File: src/rtl/cpu_pkg.sv
// Shared CPU definitions: reset/bubble constants, fetch FSM encoding,
// opcode constants and small address helpers.
package cpu_pkg;

    localparam logic [31:0] RESET_PC = 32'h0000_0000;
    localparam logic [31:0] NOP_INST = 32'h0000_0000;

    localparam logic [5:0] OP_LW  = 6'b100011;
    localparam logic [5:0] OP_BEQ = 6'b000100;
    localparam logic [5:0] OP_J   = 6'b000010;

    typedef enum logic [1:0] {
        BOOT = 2'd0,
        RUN  = 2'd1,
        MISS = 2'd2
    } fetch_state_t;

    function automatic logic [31:0] pc_align(input logic [31:0] a);
        return {a[31:2], 2'b00};
    endfunction

endpackage

File: src/rtl/if_id_stage_pc_reg.sv
// 32-bit program counter register with load enable.
// Asynchronous active-low reset to RESET_VAL.
module pc_reg #(
    parameter logic [31:0] RESET_VAL = 32'h0000_0000
) (
    input  logic        clk_i,
    input  logic        rst_i,
    input  logic        load_i,
    input  logic [31:0] d_i,
    output logic [31:0] q_o
);

    always_ff @(posedge clk_i or negedge rst_i) begin
        if (!rst_i) begin
            q_o <= RESET_VAL;
        end else if (load_i) begin
            q_o <= d_i;
        end
    end

endmodule

File: src/rtl/if_id_stage.sv
// Fetch front end: PC, next-PC select, IF/ID register and
// saturating stall counter.
module if_id_stage #(
    parameter logic [31:0] RESET_PC = cpu_pkg::RESET_PC,
    parameter logic [31:0] NOP_INST = cpu_pkg::NOP_INST,
    parameter int          CNT_W    = 16
) (
    input  logic             clk_i,
    input  logic             rst_i,
    input  logic             hd_i,
    input  logic             redirect_i,
    input  logic [31:0]      redirect_pc_i,
    output logic [31:0]      imem_addr_o,
    input  logic [31:0]      imem_inst_i,
    input  logic             imem_valid_i,
    output logic [31:0]      pc_o,
    output logic [31:0]      inst_o,
    output logic             valid_o,
    output logic [CNT_W-1:0] stall_cnt_o
);

    import cpu_pkg::*;

    fetch_state_t state_q;
    logic [31:0]  pc_q;
    logic [31:0]  pc_d;
    logic [31:0]  pc_inc;
    logic         pc_load;
    logic         active;
    logic         do_redir;
    logic         do_stall;
    logic         do_fetch;

    assign imem_addr_o = pc_q;
    assign pc_inc      = pc_q + 32'd4;
    assign active      = (state_q != BOOT);

    // Mutually exclusive actions, redirect > stall > fetch.
    assign do_redir = active && redirect_i;
    assign do_stall = active && !redirect_i && hd_i;
    assign do_fetch = active && !redirect_i && !hd_i && imem_valid_i;

    always_comb begin
        pc_load = 1'b0;
        pc_d    = pc_q;
        unique case (1'b1)
            do_redir: begin
                pc_load = 1'b1;
                pc_d    = pc_align(redirect_pc_i);
            end
            do_fetch: begin
                pc_load = 1'b1;
                pc_d    = pc_inc;
            end
            default: ;
        endcase
    end

    pc_reg #(
        .RESET_VAL(RESET_PC)
    ) u_pc_reg (
        .clk_i (clk_i),
        .rst_i (rst_i),
        .load_i(pc_load),
        .d_i   (pc_d),
        .q_o   (pc_q)
    );

    always_ff @(posedge clk_i or negedge rst_i) begin
        if (!rst_i) begin
            state_q     <= BOOT;
            pc_o        <= 32'h0;
            inst_o      <= NOP_INST;
            valid_o     <= 1'b0;
            stall_cnt_o <= '0;
        end else if (!active) begin
            state_q <= RUN;
        end else begin
            unique case (1'b1)
                do_redir: begin
                    pc_o    <= 32'h0;
                    inst_o  <= NOP_INST;
                    valid_o <= 1'b0;
                    state_q <= RUN;
                end
                do_stall: begin
                    if (stall_cnt_o != {CNT_W{1'b1}}) begin
                        stall_cnt_o <= stall_cnt_o + 1'b1;
                    end
                end
                do_fetch: begin
                    pc_o    <= pc_inc;
                    inst_o  <= imem_inst_i;
                    valid_o <= 1'b1;
                    state_q <= RUN;
                end
                default: begin
                    pc_o    <= 32'h0;
                    inst_o  <= NOP_INST;
                    valid_o <= 1'b0;
                    state_q <= MISS;
                end
            endcase
        end
    end

endmodule

File: config.mk
export PLATFORM = sky130hd
export DESIGN_NAME = if_id_stage
export DESIGN_NICKNAME = d
export VERILOG_FILES = /design/src/rtl/cpu_pkg.sv /design/src/rtl/if_id_stage_pc_reg.sv /design/src/rtl/if_id_stage.sv
export SDC_FILE = /design/constraint.sdc
export NUM_CORES = 1
export LEC_CHECK = 0
export CAP_MARGIN = 5
export CORE_ASPECT_RATIO = 1.25
export CORE_MARGIN = 1
export CORE_UTILIZATION = 38
export DETAILED_ROUTE_END_ITERATION = 10
export MAX_ROUTING_LAYER = met4
export PLACE_DENSITY = 0.68
export SLEW_MARGIN = 20
export SYNTH_ARGS = -nofsm -noshare
export SYNTH_HDL_FRONTEND = slang
export SYNTH_SLANG_ARGS = --single-unit
File: constraint.sdc
create_clock -name clk_i -period 2.3 [get_ports clk_i]
set_input_delay 0.46 -clock clk_i [delete_from_list [all_inputs] [get_ports clk_i]]
set_output_delay 0.46 -clock clk_i [all_outputs]
set_load 0.1 [all_outputs]
Word level (Yosys, flattened, before mapping). Cells that the tools add are included. Widths: inputs -> output; s select.

Flip-flop bits (word level): 115. Input port bits: 69. Output and inout bits: 113. Logic and storage cells: 31.

Add/sub/neg operators: 2. Equality and inequality tests: 2. Muxes and demuxes: 7. Bitwise operators: 1. Reduce and logical (&&, ||, !) cells: 13.

Operator list (count): $pmux 32 s2 (3); $add 32x3->32 const B (1); $add 16x1->16 const B (1); $ne 16x16->1 const B (1); $logic_and 1x1->1 (5); $pmux 2 s2 (1); $reduce_and 2->1 (2); $reduce_bool 2->1 (2); $reduce_and 3->1 (1); $logic_not 1->1 (2); $mux 2 (1); $ne 2x2->1 const B (1); $pmux 1 s2 (1); $reduce_or 2->1 (1); $mux 1 (1); $not 1->1 (1).

Logic depth before layout (Yosys ltp). Gate-level depths: netlist (run 1).

Depth after elaboration: 7. Mapped depth: 7. Mapped depth without buffers: 6.

Cells and area by module. A second synthesis (run 1) with hierarchy kept.

Cells, all modules: 517. Area, all modules: 5714.2 um2.

Modules (own cells, without submodules): if_id_stage (instances 1, cells an instance 449, area an instance 4369.2 um2, seq. area each 2077.0 um2); pc_reg (instances 1, cells an instance 68, area an instance 1345.0 um2, seq. area each 800.8 um2).

Worst setup path before layout (run 1). No wires, ideal clock.

Path type: register to register. Start point: reg u_pc_reg.q_o[10]. End point: reg u_pc_reg.q_o[19]. Setup time: 0.069 ns. Arrival time: 2.447 ns. Setup slack: -0.217 ns. Cell stages (with the launch flop): 7. Buffers on the path: 1. Period minus slack after synthesis: 2.517 ns. Cell sequence: dfrtp_1 -> buf_2 -> nand4_4 -> or3_4 -> or3_1 -> a21oi_1 -> a221o_1.

Cells in the longest elaborated chain, start to end: 2.

RTL lines: from (decl) (RTL line if_id_stage_pc_reg.sv:10) `output logic [31:0] q_o`; from (signal assigned) (RTL line if_id_stage_pc_reg.sv:17) `q_o <= d_i;`; $add 32x3->32 (RTL line if_id_stage.sv:35) `assign pc_inc = pc_q + 32'd4;`; $pmux 32 s2 (RTL line if_id_stage.sv:46) `unique case (1'b1)`.

No other way between the ends. A chain may end at the register's enable or synchronous reset.

Worst setup path in the final report (run 1).
Start point: in imem_valid_i. End point: reg u_pc_reg.q_o[17].

Cells in the longest elaborated chain, start to end: 4.

RTL lines: from (decl) (RTL line if_id_stage.sv:15) `input logic imem_valid_i,`; $logic_and 1x1->1 * (RTL line if_id_stage.sv:41) `assign do_fetch = active && !redirect_i && !hd_i && imem_valid_i;`; $reduce_or 2->1 (no source line); $mux 1 (RTL line if_id_stage.sv:46); $reduce_and 2->1 (no source line).

Mark *: on every way between the ends. The rest lies on a longest branch, timed or not.

==> results of run 1 <==
==> flip-flops by register name, summed over array words and instances, names as in the netlist <==
register,flops
inst_o,32
pc_o,30
stall_cnt_o,16
state_q,2
u_pc_reg.q_o,30
valid_o,1
==> power breakdown <==
group	internal [mW]	total, mW	switching (mW)
Combinational	0.639	2.69	2.05
Clock	0.969	1.73	0.765
Sequential	2.18	2.47	0.296
==> final cells by class <==
| type | count | share of cell area |
|---|---|---|
| sequential | 111 | 0.3853 |
| multi-input combinational | 349 | 0.3083 |
| timing repair buffer | 194 | 0.2289 |
| clock buffer | 9 | 0.03088 |
| tap | 171 | 0.02934 |
| clock inverter | 7 | 0.01424 |
| inverter | 6 | 0.003088 |
==> cell usage after synthesis (all sizes together), types with 2 or more instances <==
cell     count  area (sq um)
a22oi       12         90.09
and3         6         37.54
o2bb2ai      3         26.28
mux2i        2         20.02
nor2        25         93.84
o22ai        2         12.51
buf         12         68.81
a21o         6         45.04
dfrtp      111          2778
a221o        2         20.02
ha           2         25.02
or3          4         35.03
o21ai       48         240.2
xor2        11         96.34
a21oi       21         105.1
xnor2       29         254.0
inv          6         22.52
a31oi        2         12.51
a211oi       2         15.01
and4         5         43.79
nor4        10         93.84
nand2       53         198.9
nor3         8         45.04
a22o        41         359.1
nand4       16         136.4
o21a         2         15.01
clkbuf      21         78.83
nand2b       3         18.77
nand3       20         100.1
==> metal layers <==
layer | vias up | wire (um) | GRT usage
met5 | - | 0 | -
met4 | 0 | 114 | 0.05170
met3 | 6 | 761 | 0.03941
met2 | 133 | 7045 | 0.3416
met1 | 2184 | 6153 | 0.2806
li1 | 2143 | - | -
==> path summary, 6_finish.rpt <==
path,endpoint,slack [ps],cells past startpoint
max,u_pc_reg.q_o[17],280,6
min,stall_cnt_o[7],70,1
max reg2reg,pc_o[28],300,6
min reg2reg,pc_o[7],480,2
max in group asynchronous,u_pc_reg.q_o[21],1490,2
min in group clk_i,pc_o[7],480,2
==> stage by stage <==
stage	instance area (sq um)	power [mW]	util	instances	setup TNS (ps)
final	7293	6.900	0.5488	847	0
after global routing	7293	7.195	0.5488	847	0
after CTS	7293	6.959	0.5488	847	0
after detailed placement	6964	5.211	0.5240	831	-1200
after global placement	6964	5.183	0.5240	831	-664.7
after floorplan	5218	4.478	-	499	0
==> worst max-delay path, delay by kind of cell <==
family,cells,cell delay (ps)
buf+inv,1,470
compound gates,3,400
simple gates,2,980
==> cells by family after synthesis <==
logic type	Yosys count	synth area share
AND/OR/NAND/NOR	155	0.1618
AO/OA/AOI/OAI	145	0.1891
flip-flops	111	0.5369
XOR/XNOR	40	0.06771
buffers and inverters	39	0.03289
multiplexers	3	0.006046
adder cells (fa/ha/maj)	2	0.004836
other	1	0.0007248
==> results.yml, run 1 <==
route:
  first_pass_iters: 5
  viasPerCell: 5.273
  wl_per_cell_um: 16.62
  ant_nets: 0
  first_iter_violations: 289
  drt_wl_total_mm: 14.07
  drc: 0
  via_count: 4466
worst_setup_path:
  worst_setup_path_start_kind: "primary input"
  crit_path_end_kind: "flop"
  path_max_fanout: 13
  worstPathRequired_ps: 2590
  cp_data_arrival_time_ps: 2310
  critical_path.slowest_cell: "nor2_1"
  crit_chain: "clkdlybuf4s50_1 > nor2b_1 > o21ai_2 > nor2_1 > a22o_1 > a21o_1"
  crit_type: "primary input to flop"
  max_stage_delay_ps: 730
  timing.rr.start: "u_pc_reg.q_o[2]"
  critPathLaunch: "imem_valid_i"
finish:
  n_fill_cell: 1182
  regArea_sq_mm: 0.002810
  multi_input_area_sq_mm: 0.002248
  layout-drive-gt1-share: 0.2766
  final_common_cell: "buf_4"
  syn2layout_area_growth_pct: 40.97
  layout_common_cells: "125 x buf_4, 85 x dfrtp_1, 65 x clkdlybuf4s50_1"
  antenna_cells: 0
  finalNetCount: 742
timing:
  rsz0062_at_grt: "false"
  fin_hold_ws_ps: 70.78
  skew_ps: 12.93
  max_freq_mhz: 495.2
  min_period_ps: 2019
  fin_crit_sh: 0.8780
  setup_ws_ps: 280.6
  drv_slew: 0
  max_slew.worst_pin.slew_ps: 960.8
  slew_headroom: 0.3571
  setup_viol: 0
  hold_viol: 0
logic_synthesis:
  synth_flop_cell: "dfrtp_1"
  netlist_area_sq_mm: 0.005174
  ys_ff_latch: 111
  syn_inst: 496
  synth_edf_count: 0
  avgSynthCellArea_sq_um: 10.43
  synth_seq_area_share: 0.5369
  async_flop_share: 1.000
  ys.warnings.count: 0
  synth.distinct_cells: 48
power:
  power_leakage_nw: 3.260
  cellPowerDensity_mw_per_mm2: 946.1
  ir_worst_vdd_mv: 1.114
floorplan:
  coreArea_sq_mm: 0.01329
  die-area_sq_mm: 0.01409
  start_util: 0.3893
  die_w_um: 106.4
  die_h_um: 132.5
  num_rows: 47
  io_pins: 182
clock_tree:
  postCtsSetupBuffers: 0
  cts_root_buffer: "clkbuf_16"
  cts_tree: "yes"
  cts_sinks: 111
  clk_latency_ps: 360
  ctsHtreeMaxLevel: 3
  hold_buffers: 0
  clkTransAtPathRegs_ps: 80
  cts_buffers: 9
  clockBufferDepth: 2
  postCtsResizedCells: 0
place:
  hpwl_mm: 10.01
  pre_cts_slack_ps: -121.6
  io_buffers: 175
  gp_congestion: 0.8142
global_routing:
  grt_max_degree: 43
  grt-ovfl-total: 0
  grt_pass1_vias: 4330
  grtUsageTotal: 0.2137
  grt_pass1_wl_mm: 22.98
  grt_antenna_before_repair: 0
job:
  drv_cap: 0
outcome:
  status: "finished, final reports clean"
hold_path:
  hold_path.class: "primary input to async pin"
(Power assumes the default switching activity.)
==> inputs of run 2 (changes only) <==
--- a/config.mk
+++ b/config.mk
@@ -10,6 +10,7 @@
 export CORE_MARGIN = 1
 export CORE_UTILIZATION = 38
 export DETAILED_ROUTE_END_ITERATION = 10
+export GPL_ROUTABILITY_DRIVEN = 1
 export MAX_ROUTING_LAYER = met4
 export PLACE_DENSITY = 0.68
 export SLEW_MARGIN = 20
==> results of run 2 <==
Same layout as run 1: the final DEF is identical, and so are final timing and power.
